$ cat config.mk
export PLATFORM = sky130hd
export DESIGN_NAME = mux_nway_stream
export DESIGN_NICKNAME = d
export VERILOG_FILES = /design/src/rtl/mux_nway_stream.sv
export SDC_FILE = /design/constraint.sdc
export NUM_CORES = 1
export LEC_CHECK = 0
export ABC_AREA = 1
export CAP_MARGIN = 10
export CORE_ASPECT_RATIO = 1.75
export CORE_MARGIN = 1.5
export CORE_UTILIZATION = 30
export DETAILED_ROUTE_END_ITERATION = 16
export PLACE_DENSITY_LB_ADDON = 0.05
export SYNTH_ARGS = -nofsm -noshare
export SYNTH_HDL_FRONTEND = slang
export SYNTH_SLANG_ARGS = --single-unit
$ cat constraint.sdc
create_clock -name clk_i -period 9.2 [get_ports clk_i]
set_input_delay 2.76 -clock clk_i [delete_from_list [all_inputs] [get_ports clk_i]]
set_output_delay 2.76 -clock clk_i [all_outputs]
set_load 0.01 [all_outputs]
$ cat src/rtl/mux_nway_stream.sv
// N-way valid/ready stream multiplexer with a registered output stage, static or round-robin grant.
// Optional packet locking is enabled by defining MUX_PKT_LOCK_EN.
module mux_nway_stream #(
    parameter int NUM_CH = 8,
    parameter int DATA_W = 16,
    parameter int SEL_W  = 3
) (
    input  logic                     clk_i,
    input  logic                     rst_ni,
    input  logic                     mode_i,
    input  logic [SEL_W-1:0]         sel_i,
    input  logic [NUM_CH*DATA_W-1:0] in_data_i,
    input  logic [NUM_CH-1:0]        in_valid_i,
    input  logic [NUM_CH-1:0]        in_last_i,
    output logic [NUM_CH-1:0]        in_ready_o,
    output logic [DATA_W-1:0]        out_data_o,
    output logic [SEL_W-1:0]         out_ch_o,
    output logic                     out_last_o,
    output logic                     out_valid_o,
    input  logic                     out_ready_i
);

    logic [DATA_W-1:0] out_data_q, out_data_d;
    logic [SEL_W-1:0]  out_ch_q, out_ch_d;
    logic              out_last_q, out_last_d;
    logic              out_valid_q, out_valid_d;
    logic [SEL_W-1:0]  rr_ptr_q, rr_ptr_d;
`ifdef MUX_PKT_LOCK_EN
    logic              lock_q, lock_d;
    logic [SEL_W-1:0]  lock_ch_q, lock_ch_d;
`endif

    logic              loadEn;
    logic              grantValid;
    logic [SEL_W-1:0]  grantIdx;
    logic              transfer;
    logic [DATA_W-1:0] selData;
    logic              selLast;

    assign loadEn   = !out_valid_q || out_ready_i;
    assign transfer = loadEn && grantValid;

    // Grant selection: an open packet lock overrides both modes; channels are only granted when valid.
    always_comb begin
        grantValid = 1'b0;
        grantIdx   = '0;
`ifdef MUX_PKT_LOCK_EN
        if (lock_q) begin
            for (int i = 0; i < NUM_CH; i++) begin
                if (SEL_W'(i) == lock_ch_q && in_valid_i[i]) begin
                    grantValid = 1'b1;
                    grantIdx   = SEL_W'(i);
                end
            end
        end else
`endif
        if (mode_i) begin
            // Two passes give the wrapped search order starting at rr_ptr.
            for (int i = 0; i < NUM_CH; i++) begin
                if (!grantValid && in_valid_i[i] && SEL_W'(i) >= rr_ptr_q) begin
                    grantValid = 1'b1;
                    grantIdx   = SEL_W'(i);
                end
            end
            for (int i = 0; i < NUM_CH; i++) begin
                if (!grantValid && in_valid_i[i]) begin
                    grantValid = 1'b1;
                    grantIdx   = SEL_W'(i);
                end
            end
        end else begin
            for (int i = 0; i < NUM_CH; i++) begin
                if (SEL_W'(i) == sel_i && in_valid_i[i]) begin
                    grantValid = 1'b1;
                    grantIdx   = SEL_W'(i);
                end
            end
        end
    end

    always_comb begin
        selData    = '0;
        selLast    = 1'b0;
        in_ready_o = '0;
        for (int i = 0; i < NUM_CH; i++) begin
            if (grantValid && grantIdx == SEL_W'(i)) begin
                selData       = in_data_i[i*DATA_W +: DATA_W];
                selLast       = in_last_i[i];
                in_ready_o[i] = loadEn;
            end
        end
    end

    always_comb begin
        out_data_d  = out_data_q;
        out_ch_d    = out_ch_q;
        out_last_d  = out_last_q;
        out_valid_d = out_valid_q;
        rr_ptr_d    = rr_ptr_q;
`ifdef MUX_PKT_LOCK_EN
        lock_d      = lock_q;
        lock_ch_d   = lock_ch_q;
`endif
        if (loadEn) begin
            out_valid_d = transfer;
        end
        if (transfer) begin
            out_data_d = selData;
            out_ch_d   = grantIdx;
            out_last_d = selLast;
            rr_ptr_d   = (grantIdx == SEL_W'(NUM_CH - 1)) ? '0 : grantIdx + SEL_W'(1);
`ifdef MUX_PKT_LOCK_EN
            lock_d     = !selLast;
            lock_ch_d  = grantIdx;
`endif
        end
    end

    always_ff @(posedge clk_i or negedge rst_ni) begin
        if (!rst_ni) begin
            out_data_q  <= '0;
            out_ch_q    <= '0;
            out_last_q  <= 1'b0;
            out_valid_q <= 1'b0;
            rr_ptr_q    <= '0;
`ifdef MUX_PKT_LOCK_EN
            lock_q      <= 1'b0;
            lock_ch_q   <= '0;
`endif
        end else begin
            out_data_q  <= out_data_d;
            out_ch_q    <= out_ch_d;
            out_last_q  <= out_last_d;
            out_valid_q <= out_valid_d;
            rr_ptr_q    <= rr_ptr_d;
`ifdef MUX_PKT_LOCK_EN
            lock_q      <= lock_d;
            lock_ch_q   <= lock_ch_d;
`endif
        end
    end

    assign out_data_o  = out_data_q;
    assign out_ch_o    = out_ch_q;
    assign out_last_o  = out_last_q;
    assign out_valid_o = out_valid_q;

endmodule

==> results of run 1 <==
-- critical path, cell delays in order --
cell	delay (ns)
sky130_fd_sc_hd__clkdlybuf4s50_1	0.55
sky130_fd_sc_hd__nand2_1	0.14
sky130_fd_sc_hd__nand2_2	0.07
sky130_fd_sc_hd__nor2_2	0.16
sky130_fd_sc_hd__nand4_2	0.12
sky130_fd_sc_hd__nor2_1	0.11
sky130_fd_sc_hd__nand4_1	0.13
sky130_fd_sc_hd__nor2_1	0.15
sky130_fd_sc_hd__nand4_1	0.14
sky130_fd_sc_hd__nand4_2	0.14
sky130_fd_sc_hd__nand2_4	0.12
sky130_fd_sc_hd__inv_2	0.32
sky130_fd_sc_hd__ha_1	0.24
sky130_fd_sc_hd__nand2_1	0.07
sky130_fd_sc_hd__nor2_1	0.13
sky130_fd_sc_hd__clkdlybuf4s50_1	0.56
-- per-layer routing --
layer  vias up  track usage  part of all wire
met3         9      0.02961             0.066
met5         -            0                 0
met2       138       0.4215              0.52
li1       2175            -                 -
met4         0      0.05989             0.015
met1      1782       0.2537              0.40
-- power breakdown --
part | switching [mW] | internal, mW
Sequential | 0.0280 | 0.148
Clock | 0.0392 | 0.0666
Combinational | 0.310 | 0.255
-- through the flow --
step	cell area, um^2	hold slack, ns	std cells
3_3_place_gp	5056	0.4620	887
4_1_cts	5145	0.4885	891
6_report	5145	0.4810	891
5_1_grt	5145	0.5110	891
3_5_place_dp	5056	0.4643	887
2_1_floorplan	3171	0.5060	597
-- final timing paths --
path	from	end	slack [ns]	cells after the start
max	in_valid_i[3]	in_ready_o[7]	0.53	16
min	out_data_o[15]	out_data_o[15]	0.48	2
max reg2reg	rr_ptr_q[2]	out_data_o[0]	5.13	27
min reg2reg	out_data_o[15]	out_data_o[15]	0.48	2
max in group asynchronous	rst_ni	out_data_o[13]	6.09	2
min in group asynchronous	rst_ni	out_ch_o[0]	2.85	2
-- cell families (layout without fill, tap and decap cells) --
logic type,count (synthesis),in the layout
AO/OA/AOI/OAI,82,82
adder cells (fa/ha/maj),6,6
buffers and inverters,140,307
flip-flops,24,24
AND/OR/NAND/NOR,345,345
-- area by class of cell --
cell class                 count  area [um^2]  area share
sequential                    24        600.6      0.1167
clock buffer                   4        88.84     0.01727
timing repair buffer         188         1859      0.3614
inverter                     115        434.2     0.08439
multi-input combinational    433         2003      0.3893
tap                          127        158.9     0.03089
-- sequential cells by signal, indices dropped and copies added, names as in the netlist --
register	count
rr_ptr_q	3
out_ch_o	3
out_valid_o	1
out_data_o	16
out_last_o	1
-- cell usage after synthesis, types with 2 or more instances --
library cell	number	share of area
sky130_fd_sc_hd__nand2_2	4	0.0079
sky130_fd_sc_hd__o21ai_1	23	0.036
sky130_fd_sc_hd__clkbuf_1	11	0.013
sky130_fd_sc_hd__nor2_4	2	0.0071
sky130_fd_sc_hd__nor3_1	5	0.0079
sky130_fd_sc_hd__inv_1	99	0.12
sky130_fd_sc_hd__a21oi_1	18	0.028
sky130_fd_sc_hd__nor2_2	2	0.0039
sky130_fd_sc_hd__o21ai_0	34	0.054
sky130_fd_sc_hd__buf_4	6	0.014
sky130_fd_sc_hd__ha_1	6	0.024
sky130_fd_sc_hd__nand2_1	227	0.27
sky130_fd_sc_hd__clkinv_1	6	0.0071
sky130_fd_sc_hd__nand2_4	2	0.0071
sky130_fd_sc_hd__nor4_1	2	0.0039
sky130_fd_sc_hd__nand4_2	3	0.012
sky130_fd_sc_hd__nor2_1	29	0.034
sky130_fd_sc_hd__nand3_1	59	0.093
sky130_fd_sc_hd__inv_2	9	0.011
sky130_fd_sc_hd__nand4_1	6	0.012
sky130_fd_sc_hd__buf_2	7	0.011
sky130_fd_sc_hd__dfrtp_1	24	0.19
==> flow_summary.json, run 1 <==
{
  "gpl.final_weighted_congestion": 0.8733,
  "setup_ws_ns": 0.5265,
  "finish.net_count": 922,
  "post_cts_buffers": 0,
  "min_period_over_period": 0.9428,
  "synth.yosys.seq_area_share": 0.1894,
  "clock_sink_count": 24,
  "place.detailed.hpwl_um": 10260,
  "final.setup.tns_ns": 0,
  "timing.max_cap.violations": 0,
  "mostFrequentLayoutCell": "sky130_fd_sc_hd__nand2_1",
  "first_pass_grt_wire_length_um": 19770,
  "synth_top_family_by_area": "simple AND/OR/NAND/NOR gates",
  "hp-class": "register to register",
  "route.detailed.vias_per_inst": 4.606,
  "routed-via-count": 4104,
  "power.density_cell_area_nw_per_um2": 164.4,
  "synth-compound-area-share": 0.1358,
  "floorplan.initialDensity": 0.3078,
  "synthAdderAreaFrac": 0.02368,
  "synth.mux.area_fraction": 0,
  "cts_buffer_depth": 2,
  "final.setup_skew_ns": 0.004816,
  "synth-async-reset-ratio": 1.000,
  "root_buffer": "sky130_fd_sc_hd__clkbuf_16",
  "synth-edff-count": 0,
  "global_route.overflow_total": 0,
  "cts_htree_levels": 1,
  "die-height_um": 139.0,
  "worst-path-max-fanout": 22,
  "detail_route.wirelength_um": 12440,
  "hold_violations": 0,
  "totalPowerFinal_uw": 845.7,
  "io_buffers": 179,
  "placement_rows": 49,
  "synth-xor-area-share": 0,
  "drt_iter0_drc": 212,
  "number_of_buffers_created_by_cts": 3,
  "worstPathRequired_ns": 6.44,
  "post_route_core_utilization": 0.4995,
  "worst_setup_hold_path_clk_slew_ns": 0.06,
  "setup.worst_path.class": "primary input to primary output",
  "ys_seq_elements": 24,
  "cts_hold_repair.buffers": 0,
  "cts_tree": "done",
  "grt_max_degree": 42,
  "synth.yosys.warnings": 0,
  "drt_drc_violations_left": 0,
  "maxSlewViolCount": 0,
  "top_reg_cell_synth": "sky130_fd_sc_hd__dfrtp_1",
  "clk-insertion-delay-late_ns": 0.26,
  "ant_nets": 0,
  "antenna_diodes": 0,
  "drive_gt1_frac": 0.05366,
  "floorplan.core_area_um2": 10300,
  "critical_path.startpoint_type": "primary input",
  "power_leakage_nw": 2.617,
  "end_kind": "primary output",
  "worst_ep_arrival_time_ns": 5.91,
  "most_used_cells_in_the_layout_excluding_fill_and_tap_cells": "sky130_fd_sc_hd__nand2_1, sky130_fd_sc_hd__clkdlybuf4s50_1, sky130_fd_sc_hd__inv_1",
  "timing.slew.headroom": 0.4913,
  "grt_usage": 0.2236,
  "grt_setup_unrepaired": "no",
  "pre_cts_worst_setup_slack_ns": 0.5388,
  "antenna_found_initial": 0,
  "syn_area_per_cell_um2": 5.311,
  "final.min_clock_period_ns": 8.674,
  "routed_wire_length_per_instance_um": 13.96,
  "drt-pass1-iter-count": 4,
  "timing_worst_slew_pin_value_ns": 0.7630,
  "floorplan.die.width_um": 80.71,
  "fmax_mhz": 115.3,
  "syn_to_final_growth_pct": 62.27,
  "peakVddDrop_uv": 109.5,
  "fillerInstances": 1084,
  "synthSimpleGateAreaFrac": 0.4724,
  "first_global_vias": 4096,
  "syn-num-nets": 754,
  "report.final.setup_viol": 0,
  "post_cts_resize_count": 0,
  "syn_area_um2": 3171,
  "io_pins": 180,
  "die_ar_um2": 11220,
  "ys_types": 35,
  "status": "finished, final reports clean",
  "netlist_instances": 597
}
No activity file was read; power rests on OpenSTA's default activity.
==> run 2: changes to the inputs <==
--- a/config.mk
+++ b/config.mk
@@ -11,6 +11,7 @@
 export CORE_MARGIN = 1.5
 export CORE_UTILIZATION = 30
 export DETAILED_ROUTE_END_ITERATION = 16
+export HOLD_SLACK_MARGIN = 0.03
 export PLACE_DENSITY_LB_ADDON = 0.05
 export SYNTH_ARGS = -nofsm -noshare
 export SYNTH_HDL_FRONTEND = slang
==> results of run 2 <==
Same layout as run 1: the final DEF is identical, and so are final timing and power.
